===== src/rtl/capture_pkg.sv =====
// Shared definitions for the capture sequencer: FSM state encoding, counter
// width and mode, and default sizing for the GPIF burst path.
package capture_pkg;

  localparam int CNT_W = 16;

  localparam int DEF_BURST_LEN   = 8192;
  localparam int DEF_START_LEVEL = 2048;
  localparam int DEF_TURNAROUND  = 4;
  localparam int DEF_FIFO_AW     = 12;

  typedef enum logic [2:0] {
    ST_IDLE        = 3'd0,
    ST_WAIT_THREAD = 3'd1,
    ST_WAIT_LEVEL  = 3'd2,
    ST_BURST       = 3'd3,
    ST_TURN        = 3'd4
  } state_t;

  typedef enum logic {
    CNT_WRAP     = 1'b0,
    CNT_SATURATE = 1'b1
  } cnt_mode_t;

endpackage


===== src/rtl/capture_counter.sv =====
// Event counter with synchronous clear and enable. MODE selects whether the
// count rolls over to zero or sticks at all-ones. Clear has priority.
module capture_counter
  import capture_pkg::*;
#(
  parameter cnt_mode_t MODE = CNT_WRAP
) (
  input  logic             clock,
  input  logic             reset,
  input  logic             clr,
  input  logic             en,
  output logic [CNT_W-1:0] count
);

  logic [CNT_W-1:0] count_q;
  logic [CNT_W-1:0] count_d;

  // Next count: clear, hold at ceiling when saturating, otherwise increment.
  always_comb begin
    count_d = count_q;
    if (clr) begin
      count_d = '0;
    end else if (en) begin
      if ((MODE == CNT_SATURATE) && (count_q == '1)) begin
        count_d = count_q;
      end else begin
        count_d = count_q + CNT_W'(1);
      end
    end
  end

  // Count register.
  always_ff @(posedge clock or posedge reset) begin
    if (reset) begin
      count_q <= '0;
    end else begin
      count_q <= count_d;
    end
  end

  assign count = count_q;

endmodule


===== src/rtl/capture_sequencer.sv =====
// Capture sequencer: drives FX3 GPIF write bursts from the show-ahead FIFO
// read side. Optional stall statistics are built when CAPTURE_STATS_EN is
// defined; otherwise stall_count is a constant zero.
//
// state          | meaning
// ---------------+------------------------------------------------------
// ST_IDLE        | host not armed; outputs quiet, counters held
// ST_WAIT_THREAD | armed, waiting for FX3 thread 0 buffer ready
// ST_WAIT_LEVEL  | waiting for FIFO prefill before starting a burst
// ST_BURST       | issuing writes; pauses (no abort) when a pop is unsafe
// ST_TURN        | fixed idle gap while FX3 switches DMA buffers
module capture_sequencer
  import capture_pkg::*;
#(
  parameter int BURST_LEN   = DEF_BURST_LEN,
  parameter int START_LEVEL = DEF_START_LEVEL,
  parameter int TURNAROUND  = DEF_TURNAROUND,
  parameter int FIFO_AW     = DEF_FIFO_AW
) (
  input  logic               clock,
  input  logic               reset,
  input  logic               fx3_nReady,
  input  logic               fx3_th0Ready,
  input  logic [FIFO_AW-1:0] fifo_usedWords,
  input  logic               fifo_full,
  output logic               fx3_nWrite,
  output logic               fifo_readAck,
  output logic               overflow_flag,
  output logic [CNT_W-1:0]   burst_count,
  output logic [CNT_W-1:0]   stall_count
);

  localparam int REM_W  = $clog2(BURST_LEN + 1);
  localparam int TURN_W = $clog2(TURNAROUND + 1);

  localparam logic [FIFO_AW-1:0] LEVEL_START = FIFO_AW'(START_LEVEL);
  localparam logic [FIFO_AW-1:0] LEVEL_ONE   = FIFO_AW'(1);
  localparam logic [FIFO_AW-1:0] LEVEL_TWO   = FIFO_AW'(2);

  state_t            state_q, state_d;
  logic [REM_W-1:0]  remaining_q, remaining_d;
  logic [TURN_W-1:0] turn_q, turn_d;
  logic              read_ack_q, read_ack_d;
  logic              overflow_q, overflow_d;

  logic wr_en;
  logic arm_clr;
  logic burst_inc;

  // A single word left may only be popped if no pop is already in flight,
  // otherwise the show-ahead FIFO would be read empty.
  assign wr_en = !fx3_th0Ready &&
                 ((fifo_usedWords >= LEVEL_TWO) ||
                  ((fifo_usedWords == LEVEL_ONE) && !read_ack_q));

  // Next-state, burst bookkeeping and registered write strobe.
  always_comb begin
    state_d     = state_q;
    remaining_d = remaining_q;
    turn_d      = turn_q;
    read_ack_d  = 1'b0;
    overflow_d  = overflow_q;
    arm_clr     = 1'b0;
    burst_inc   = 1'b0;

    if ((state_q != ST_IDLE) && fifo_full) begin
      overflow_d = 1'b1;
    end

    if (fx3_nReady) begin
      state_d = ST_IDLE;
    end else begin
      case (state_q)
        ST_IDLE: begin
          state_d    = ST_WAIT_THREAD;
          overflow_d = 1'b0;
          arm_clr    = 1'b1;
        end
        ST_WAIT_THREAD: begin
          if (!fx3_th0Ready) begin
            state_d = ST_WAIT_LEVEL;
          end
        end
        ST_WAIT_LEVEL: begin
          if (fifo_usedWords >= LEVEL_START) begin
            state_d     = ST_BURST;
            remaining_d = REM_W'(BURST_LEN);
          end
        end
        ST_BURST: begin
          if (wr_en) begin
            read_ack_d  = 1'b1;
            remaining_d = remaining_q - REM_W'(1);
            if (remaining_q == REM_W'(1)) begin
              state_d   = ST_TURN;
              turn_d    = TURN_W'(TURNAROUND);
              burst_inc = 1'b1;
            end
          end
        end
        ST_TURN: begin
          if (turn_q == TURN_W'(1)) begin
            state_d = ST_WAIT_THREAD;
          end else begin
            turn_d = turn_q - TURN_W'(1);
          end
        end
        default: begin
          state_d = ST_IDLE;
        end
      endcase
    end
  end

  // FSM and datapath registers.
  always_ff @(posedge clock or posedge reset) begin
    if (reset) begin
      state_q     <= ST_IDLE;
      remaining_q <= '0;
      turn_q      <= '0;
      read_ack_q  <= 1'b0;
      overflow_q  <= 1'b0;
    end else begin
      state_q     <= state_d;
      remaining_q <= remaining_d;
      turn_q      <= turn_d;
      read_ack_q  <= read_ack_d;
      overflow_q  <= overflow_d;
    end
  end

  // Both GPIF pins come from one flop so they can never disagree.
  assign fifo_readAck  = read_ack_q;
  assign fx3_nWrite    = !read_ack_q;
  assign overflow_flag = overflow_q;

  capture_counter #(
    .MODE (CNT_WRAP)
  ) u_burst_cnt (
    .clock (clock),
    .reset (reset),
    .clr   (arm_clr),
    .en    (burst_inc),
    .count (burst_count)
  );

`ifdef CAPTURE_STATS_EN
  logic stall_en;

  assign stall_en = (state_q == ST_BURST) && !fx3_nReady && !wr_en;

  capture_counter #(
    .MODE (CNT_SATURATE)
  ) u_stall_cnt (
    .clock (clock),
    .reset (reset),
    .clr   (arm_clr),
    .en    (stall_en),
    .count (stall_count)
  );
`else
  assign stall_count = '0;
`endif

endmodule

===== config.mk =====
export PLATFORM = sky130hd
export DESIGN_NAME = capture_sequencer
export DESIGN_NICKNAME = d
export VERILOG_FILES = /design/src/rtl/capture_pkg.sv /design/src/rtl/capture_counter.sv /design/src/rtl/capture_sequencer.sv
export SDC_FILE = /design/constraint.sdc
export NUM_CORES = 1
export LEC_CHECK = 0
export CAP_MARGIN = 0
export CORE_ASPECT_RATIO = 0.6
export CORE_UTILIZATION = 45
export DETAILED_ROUTE_END_ITERATION = 10
export DONT_BUFFER_PORTS = 1
export SYNTH_ARGS = -nofsm -noshare
export SYNTH_HDL_FRONTEND = slang
export SYNTH_SLANG_ARGS = --single-unit

===== constraint.sdc =====
create_clock -name clock -period 3.4 [get_ports clock]
set_clock_uncertainty 0.2 [all_clocks]
set_input_delay 0.68 -clock clock [delete_from_list [all_inputs] [get_ports clock]]
set_output_delay 0.68 -clock clock [all_outputs]
set_load 0.01 [all_outputs]

# Yosys cells after proc, flatten, opt, wreduce, memory -nomap -nowiden
# Cells that the tools add are included.
# totals
reg_bits	38
inputBits	17
out_inout_bits	35
wordCells	68
# op_classes
n_addsub	3
n_lt_le_gt_ge	2
eq_ne	16
n_mux	26
bitwise_logic	1
reduce_logical	14
# op_table
cell	count
two-way mux 16 bit	2
two-way mux 14 bit	2
one-hot mux 14 bit (2 select lines)	1
two-way mux 3 bit	7
adder 16 x 1 -> 16 bit (second input constant)	1
inequality test 3 bit (second input constant)	5
one-hot mux 3 bit (5 select lines)	1
== test 14 x 1 -> 1 bit (second input constant)	1
subtractor 14 x 1 -> 14 bit (second input constant)	1
== test 12 x 1 -> 1 bit (second input constant)	1
greater-or-equal comparator 12 bit (second input constant)	1
greater-or-equal comparator 12 x 2 -> 1 bit (second input constant)	1
two-way mux 1 bit	12
AND reduction 5 bit	2
inequality test 2 bit (second input constant)	4
== test 3 x 1 -> 1 bit (second input constant)	2
== test 3 x 2 -> 1 bit (second input constant)	2
one-hot mux 3 bit (2 select lines)	1
nonzero test 2 bit	3
AND reduction 4 bit	1
== test 3 bit (second input constant)	1
logical AND 1 bit	3
zero test 3 bit	1
nonzero test 3 bit	1
other kinds (4)	5

# Depth between registers and ports, before layout
# Gate-level depths: netlist (run 1).
# logic_depth
word_depth	9
depth_mapped	8
depth_no_buf	7

# By module
# A second synthesis (run 1) with hierarchy kept.
# unflattened
hier_cells	236
area_unflattened_um2	2285.9
# by_module_without_submodules
module	instances	cells_per_inst	area_each_um2	seq_area_each_um2
capture_sequencer	1	154	1477.7	550.5
capture_counter	1	82	808.3	400.4

# Worst setup path before layout (run 1)
# No wires, ideal clock.
# synth_path
kind	register to register
from	register remaining_q[3]
to	register u_burst_cnt.count_q[11], in the netlist u_burst_cnt.count[11]
setup_time_ns	0.078
arrival_ns	2.465
t_required_ns	3.122
setup_slack_ns	0.657
stages_incl_launch_ff	8
path_buffers	2
period_less_slack_ns	2.743
path_cell_list	dfrtp_1 > or4_4 > or4_1 > buf_2 > nand4b_4 > buf_6 > or4_1 > a21oi_1
# synth_via
elab_chain_len	6
# synth_rtl
element	line	text
start, declared	capture_sequencer.sv:41	logic [REM_W-1:0] remaining_q, remaining_d;
start signal, assigned	capture_sequencer.sv:125	remaining_q <= remaining_d;
== test 14 x 1 -> 1 bit	capture_sequencer.sv:94	if (remaining_q == REM_W'(1)) begin
two-way mux 1 bit	capture_sequencer.sv:94	
two-way mux 1 bit	capture_sequencer.sv:91	if (wr_en) begin
two-way mux 1 bit	capture_sequencer.sv:73	case (state_q)
two-way mux 1 bit	capture_sequencer.sv:70	if (fx3_nReady) begin
nonzero test 2 bit (no source line)	n/a	
end signal, assigned	capture_counter.sv:37	count_q <= count_d;
end, declared	capture_counter.sv:15	logic [CNT_W-1:0] count_q;
# Every way passes these cells.
# A chain may end at the register's enable or synchronous reset.

# Worst setup path after layout (run 1)
# layout_path
from	register remaining_q[3]
to	register u_burst_cnt.count_q[3], in the netlist u_burst_cnt.count[3]
# The elaborated chain is that of the path after synthesis.

==> results.cfg, run 1 <==
[clock_network]
cts.reportedPaths.clkPinSlew_ns = 0.08
cts.sinks = 38
ctsLongestPathBuffers = 2
cts_resized = 0
cts_setup_buffers = 0
cts_max_level = 2
worstSkewPairLatency_ns = 0.29
root_buffer = clkbuf_8
hold_buffers = 0
cts_tree = done
numCtsBuffers = 5

[sta]
setup_violations = 0
slew_headroom = 0.4381
setup_ws_ns = 0.3968
rsz0062_at_grt = false
period_needed_ns = 3.003
finalHoldViolations = 0
tns_ns = 0
slew_violations = 0
worstMarginPinSlew_ns = 0.8398
fin_crit_sh = 0.8833
max_freq_mhz = 333.0

[cells_and_area]
multi_input_area_sq_um = 1140
fillers = 436
final_area_sq_um = 2340
antennaDiodeCount = 0
syn2layout_area_growth_pct = 4.469
drive_gt1_frac = 0.08468
regArea_sq_um = 950.9
nNetsFinal = 270
fin_cells = 311

[synth]
synth_top_area_frac = 0.4246
yosys.area_share.simple = 0.2480
syn-instance-count = 245
ys_ff_latch = 38
synthXorXnorAreaFrac = 0.02737
synth_compound_area_frac = 0.1620
synth_cell_types = 44
syn_area_per_cell_sq_um = 9.141
ys_async_sr_fraction = 1.000
yosysMostFrequentCell = dfrtp_1
yosys.area_share.adder = 0.02793
synth_edf_count = 0
yosysTopAreaCell = dfrtp_1
synth_top_family_by_area = simple AND/OR/NAND/NOR gates
synth_ff_type = dfrtp_1
yosysWarnings = 0
synth_area_leaders = dfrtp_1, buf_4, a21oi_1
muxShareOfSynthArea = 0.01397
synthTopCellsByCount = dfrtp_1, nor2_1, a21oi_1, buf_4
yosysSeqAreaShare = 0.4246
netlist_area_sq_um = 2240

[global_routing]
grt_pass1_vias = 1512
gr-total-overflow = 0
grt_max_degree = 20
track_usage = 0.1951
antenna_found_initial = 0
grt_first_pass_wirelength_mm = 7.783

[drt]
drt-total-wl_mm = 4.677
vias = 1749
drtPass1Iterations = 4
wl_per_cell_um = 15.04
postRouteAntennaNets = 0
drc = 0
drt_iter0_markers = 132
via_per_inst = 5.624

[worst_setup_path]
crit_start = remaining_q[3]$_DFFE_PP0P_
crit_type = reg -> reg
crit_fanout = 19
r2r_slack_ns = 0.40
end_kind = flip-flop
start_kind = flip-flop
cp.arrival_ns = 3.01
required_ns = 3.40
reg2reg_from = remaining_q[3]$_DFFE_PP0P_

[run_status]
status = finished clean

[die]
core_sq_um = 4683
io_pins = 52
die_y_um = 56.65
start_util = 0.4782
dieArea_sq_um = 5272
die_w_um = 93.08
num_rows = 19

[place]
pre_cts_ws_ns = 0.4127
placed_area_sq_um = 2263
dpl.hpwl_mm = 3.514
place_inst = 304
io_buffers = 0
place.gp.congestion = 0.7941

[power_and_ir_drop]
power_mw = 1.147
power_density_nw_per_um2 = 490.1
power_leakage_nw = 0.9642
ir_drop_mv = 0.1924

[hold_path]
min_path_type = in -> async

[flow_run]
max_cap_violations = 0
-- final cells by class --
cell class                 instances  share of cell area
tap                               63             0.03369
clock buffer                       7             0.03262
sequential                        38              0.4064
multi-input combinational        184              0.4872
inverter                          13             0.02086
timing repair buffer               6             0.01925
-- metal layers --
layer,global-route usage,routed length [um],up-vias
met5,0,0,-
met4,0.05275,17,0
met3,0.05962,363,2
met2,0.2511,1896,77
met1,0.3079,2399,802
li1,-,-,868
-- worst paths after layout --
| kind | endpoint | cells past startpoint |
|---|---|---|
| min | u_burst_cnt.count[8]$_DFFE_PP0P_ | 1 |
| max | u_burst_cnt.count[3]$_DFFE_PP0P_ | 6 |
| max reg2reg | u_burst_cnt.count[3]$_DFFE_PP0P_ | 6 |
| min reg2reg | turn_q[2]$_DFFE_PP0P_ | 1 |
| min in group clock | state_q[0]$_DFFE_PP0P_ | 1 |
| max in group asynchronous | u_burst_cnt.count[1]$_DFFE_PP0P_ | 2 |
-- per-stage QoR --
stage | util | hold slack, ns
2_1_floorplan | - | 0.2373
3_3_place_gp | 0.4833 | 0.2597
3_5_place_dp | 0.4833 | 0.2642
4_1_cts | 0.4996 | 0.1799
5_1_grt | 0.4996 | 0.2030
6_report | 0.4996 | 0.1586
-- kinds of logic (layout without fill, tap and decap cells) --
kind of cell / count (synthesis) / count (layout)
AO/OA/AOI/OAI: 56 / 56
XOR/XNOR: 7 / 7
adder cells (fa/ha/maj): 5 / 5
buffers and inverters: 38 / 26
flip-flops: 38 / 38
multiplexers: 3 / 3
other: 1 / 16
AND/OR/NAND/NOR: 97 / 97
-- flip-flops by register name, summed over array words and instances, names as in the netlist --
name               flops
u_burst_cnt.count     16
remaining_q           14
state_q                3
turn_q                 3
fifo_readAck           1
overflow_flag          1
-- critical path: stages, from the launching register on --
cell	delay [ns]
dfrtp_1	0.43
or4_4	0.58
or4_1	0.56
nand4b_4	0.36
buf_4	0.28
or3_1	0.34
a21oi_1	0.17
-- cell usage in the layout (no fill, tap or decap), types with 2 or more instances in the layout --
master	count
nor4b_1	3
o21a_1	3
a21oi_1	17
o31ai_1	6
dfrtp_1	38
conb_1	16
xor2_1	7
nor3_1	6
clkbuf_1	2
nor4_1	7
nand2_1	13
ha_1	5
or4_1	8
nand2b_1	4
o21ai_0	12
or2_2	3
inv_1	13
clkbuf_8	5
nand4_1	2
or3_1	13
nor2_1	22
nand3_1	8
a31oi_1	3
o211ai_1	6
mux2i_1	2
buf_4	6
-- where the power goes --
group	switching (mW)	internal, mW	leakage (nW)
clock network	0.149	0.141	0.0383
registers	0.0844	0.519	0.508
logic	0.140	0.113	0.418
total	0.373	0.774	0.964
Power figures use the tool's default switching activity.
==> run 2: changes to the inputs <==
- CORE_ASPECT_RATIO: 0.6 -> unset
- GPL_ROUTABILITY_DRIVEN: unset -> 0
- GPL_TIMING_DRIVEN: unset -> 0
==> run 2 against run 1 <==
  * Sequential cell count did not move
  * Total power rose by 3.6%
  * Cell count rose by 7.7%
  * Global-route usage fell by 0.60 points
  * Register-to-register slack improved by 0.05 ns
  * Clock power rose by 12%
  * Wire length fell by 1.9%
  * Highest routed layer unchanged
==> results.cfg, run 2 (synthesis results as in run 1) <==
[worst_setup_path]
cp.arrival_ns = 2.96
reg2reg_to = remaining_q[10]$_DFFE_PP0P_
crit_type = reg -> reg
required_ns = 3.41
r2r_slack_ns = 0.45
reg2reg_from = state_q[1]$_DFFE_PP0P_
slowest_delay_ns = 0.74
end_kind = flip-flop
crit_fanout = 10
crit_slowest_cell = a2111oi_2
timing.reg2reg.worst_path_depth = 6
start_kind = flip-flop
crit_chain = clkbuf_1 -> nand2b_1 -> a2111oi_2 -> o21ai_1 -> or4_1 -> a21oi_1

[clock_network]
cts_resized = 0
worstSkewPairLatency_ns = 0.29
root_buffer = clkbuf_8
cts_max_level = 2
cts_tree = done
cts_setup_buffers = 0
numCtsBuffers = 5
cts.sinks = 38
hold_buffers = 0
ctsLongestPathBuffers = 2
cts.reportedPaths.clkPinSlew_ns = 0.08

[cells_and_area]
syn2layout_area_growth_pct = 10.34
layout_commonest_cell = dfrtp_1
mostFrequentLayoutCells = dfrtp_1, nor2_1, a21oi_1
antennaDiodeCount = 0
nNetsFinal = 289
drive_gt1_frac = 0.1306
largest_reg_flops = 16

[sta]
tns_ns = 0
rsz0062_at_grt = false
slew_headroom = 0.4621
setup_violations = 0
fin_crit_sh = 0.8680
period_needed_ns = 2.951
max_freq_mhz = 338.9
finalHoldViolations = 0
setup_ws_ns = 0.4489
slew_violations = 0
worstMarginPinSlew_ns = 0.8057

[global_routing]
track_usage = 0.1891
grt_max_degree = 39
grt_first_pass_wirelength_mm = 7.590
grt_pass1_vias = 1670
gr-total-overflow = 0
antenna_found_initial = 0

[drt]
wl_per_cell_um = 13.70
drc = 0
vias = 1838
drt-total-wl_mm = 4.590
drtPass1Iterations = 4
drt_iter0_markers = 103
postRouteAntennaNets = 0
via_per_inst = 5.487

[die]
io_pins = 52
die_w_um = 72.55
core_sq_um = 4755
die_y_um = 72.55
dieArea_sq_um = 5263
num_rows = 25
start_util = 0.4711

[power_and_ir_drop]
power_density_nw_per_um2 = 480.9
power_leakage_nw = 1.048
power_mw = 1.188
ir_drop_mv = 0.2336

[hold_path]
min_path_type = in -> async

[run_status]
status = finished clean

[place]
io_buffers = 0
pre_cts_ws_ns = 0.4230
dpl.hpwl_mm = 3.235

[flow_run]
max_cap_violations = 0
[run 2: how the worst max path moves through the flow]
stage | start | endpoint | cells past startpoint
6_report | state_q[1]$_DFFE_PP0P_ | remaining_q[10]$_DFFE_PP0P_ | 6
3_5_place_dp | fx3_nReady | remaining_q[10]$_DFFE_PP0P_ | 5
2_1_floorplan | remaining_q[3]$_DFFE_PP0P_ | u_burst_cnt.count[11]$_DFFE_PP0P_ | 7
4_1_cts | state_q[1]$_DFFE_PP0P_ | remaining_q[10]$_DFFE_PP0P_ | 6
3_3_place_gp | fx3_nReady | remaining_q[13]$_DFFE_PP0P_ | 5
5_1_grt | state_q[1]$_DFFE_PP0P_ | remaining_q[10]$_DFFE_PP0P_ | 6
[run 2: area by class of cell]
cell class                 instances  area, sq um
clock inverter                     1        5.005
buffer                            25        162.7
tap                               67        83.83
sequential                        38        950.9
fill                             491         2283
clock buffer                       7        86.33
inverter                          13        48.80
multi-input combinational        184         1134
[run 2: routing by layer]
metal / vias up / share of wire / track usage
li1: 904 / - / -
met1: 862 / 0.46 / 0.2278
met2: 67 / 0.47 / 0.3084
met3: 5 / 0.064 / 0.06806
met4: 0 / 0.0089 / 0.07407
met5: - / 0 / 0
[run 2: worst max-delay path, delay by kind of cell, from the launching register on]
family,cells,cell delay (ns)
AOI/OAI and AO/OA,3,1.31
and+or+nand+nor,2,0.71
DFF,1,0.33
buffers and inverters,1,0.33
[run 2: per-stage QoR]
step | utilization | area, sq um | instances | hold slack [ns]
6_report | 0.5197 | 2471 | 335 | 0.2244
5_1_grt | 0.5197 | 2471 | 335 | 0.2229
4_1_cts | 0.5197 | 2471 | 335 | 0.2294
3_5_place_dp | 0.5005 | 2380 | 327 | 0.2663
3_3_place_gp | 0.5005 | 2380 | 327 | 0.2601
2_1_floorplan | - | 2296 | 260 | 0.2373
[run 2: power by group]
group | switching (mW) | internal (mW)
registers | 0.0741 | 0.519
logic | 0.144 | 0.127
clock network | 0.161 | 0.164
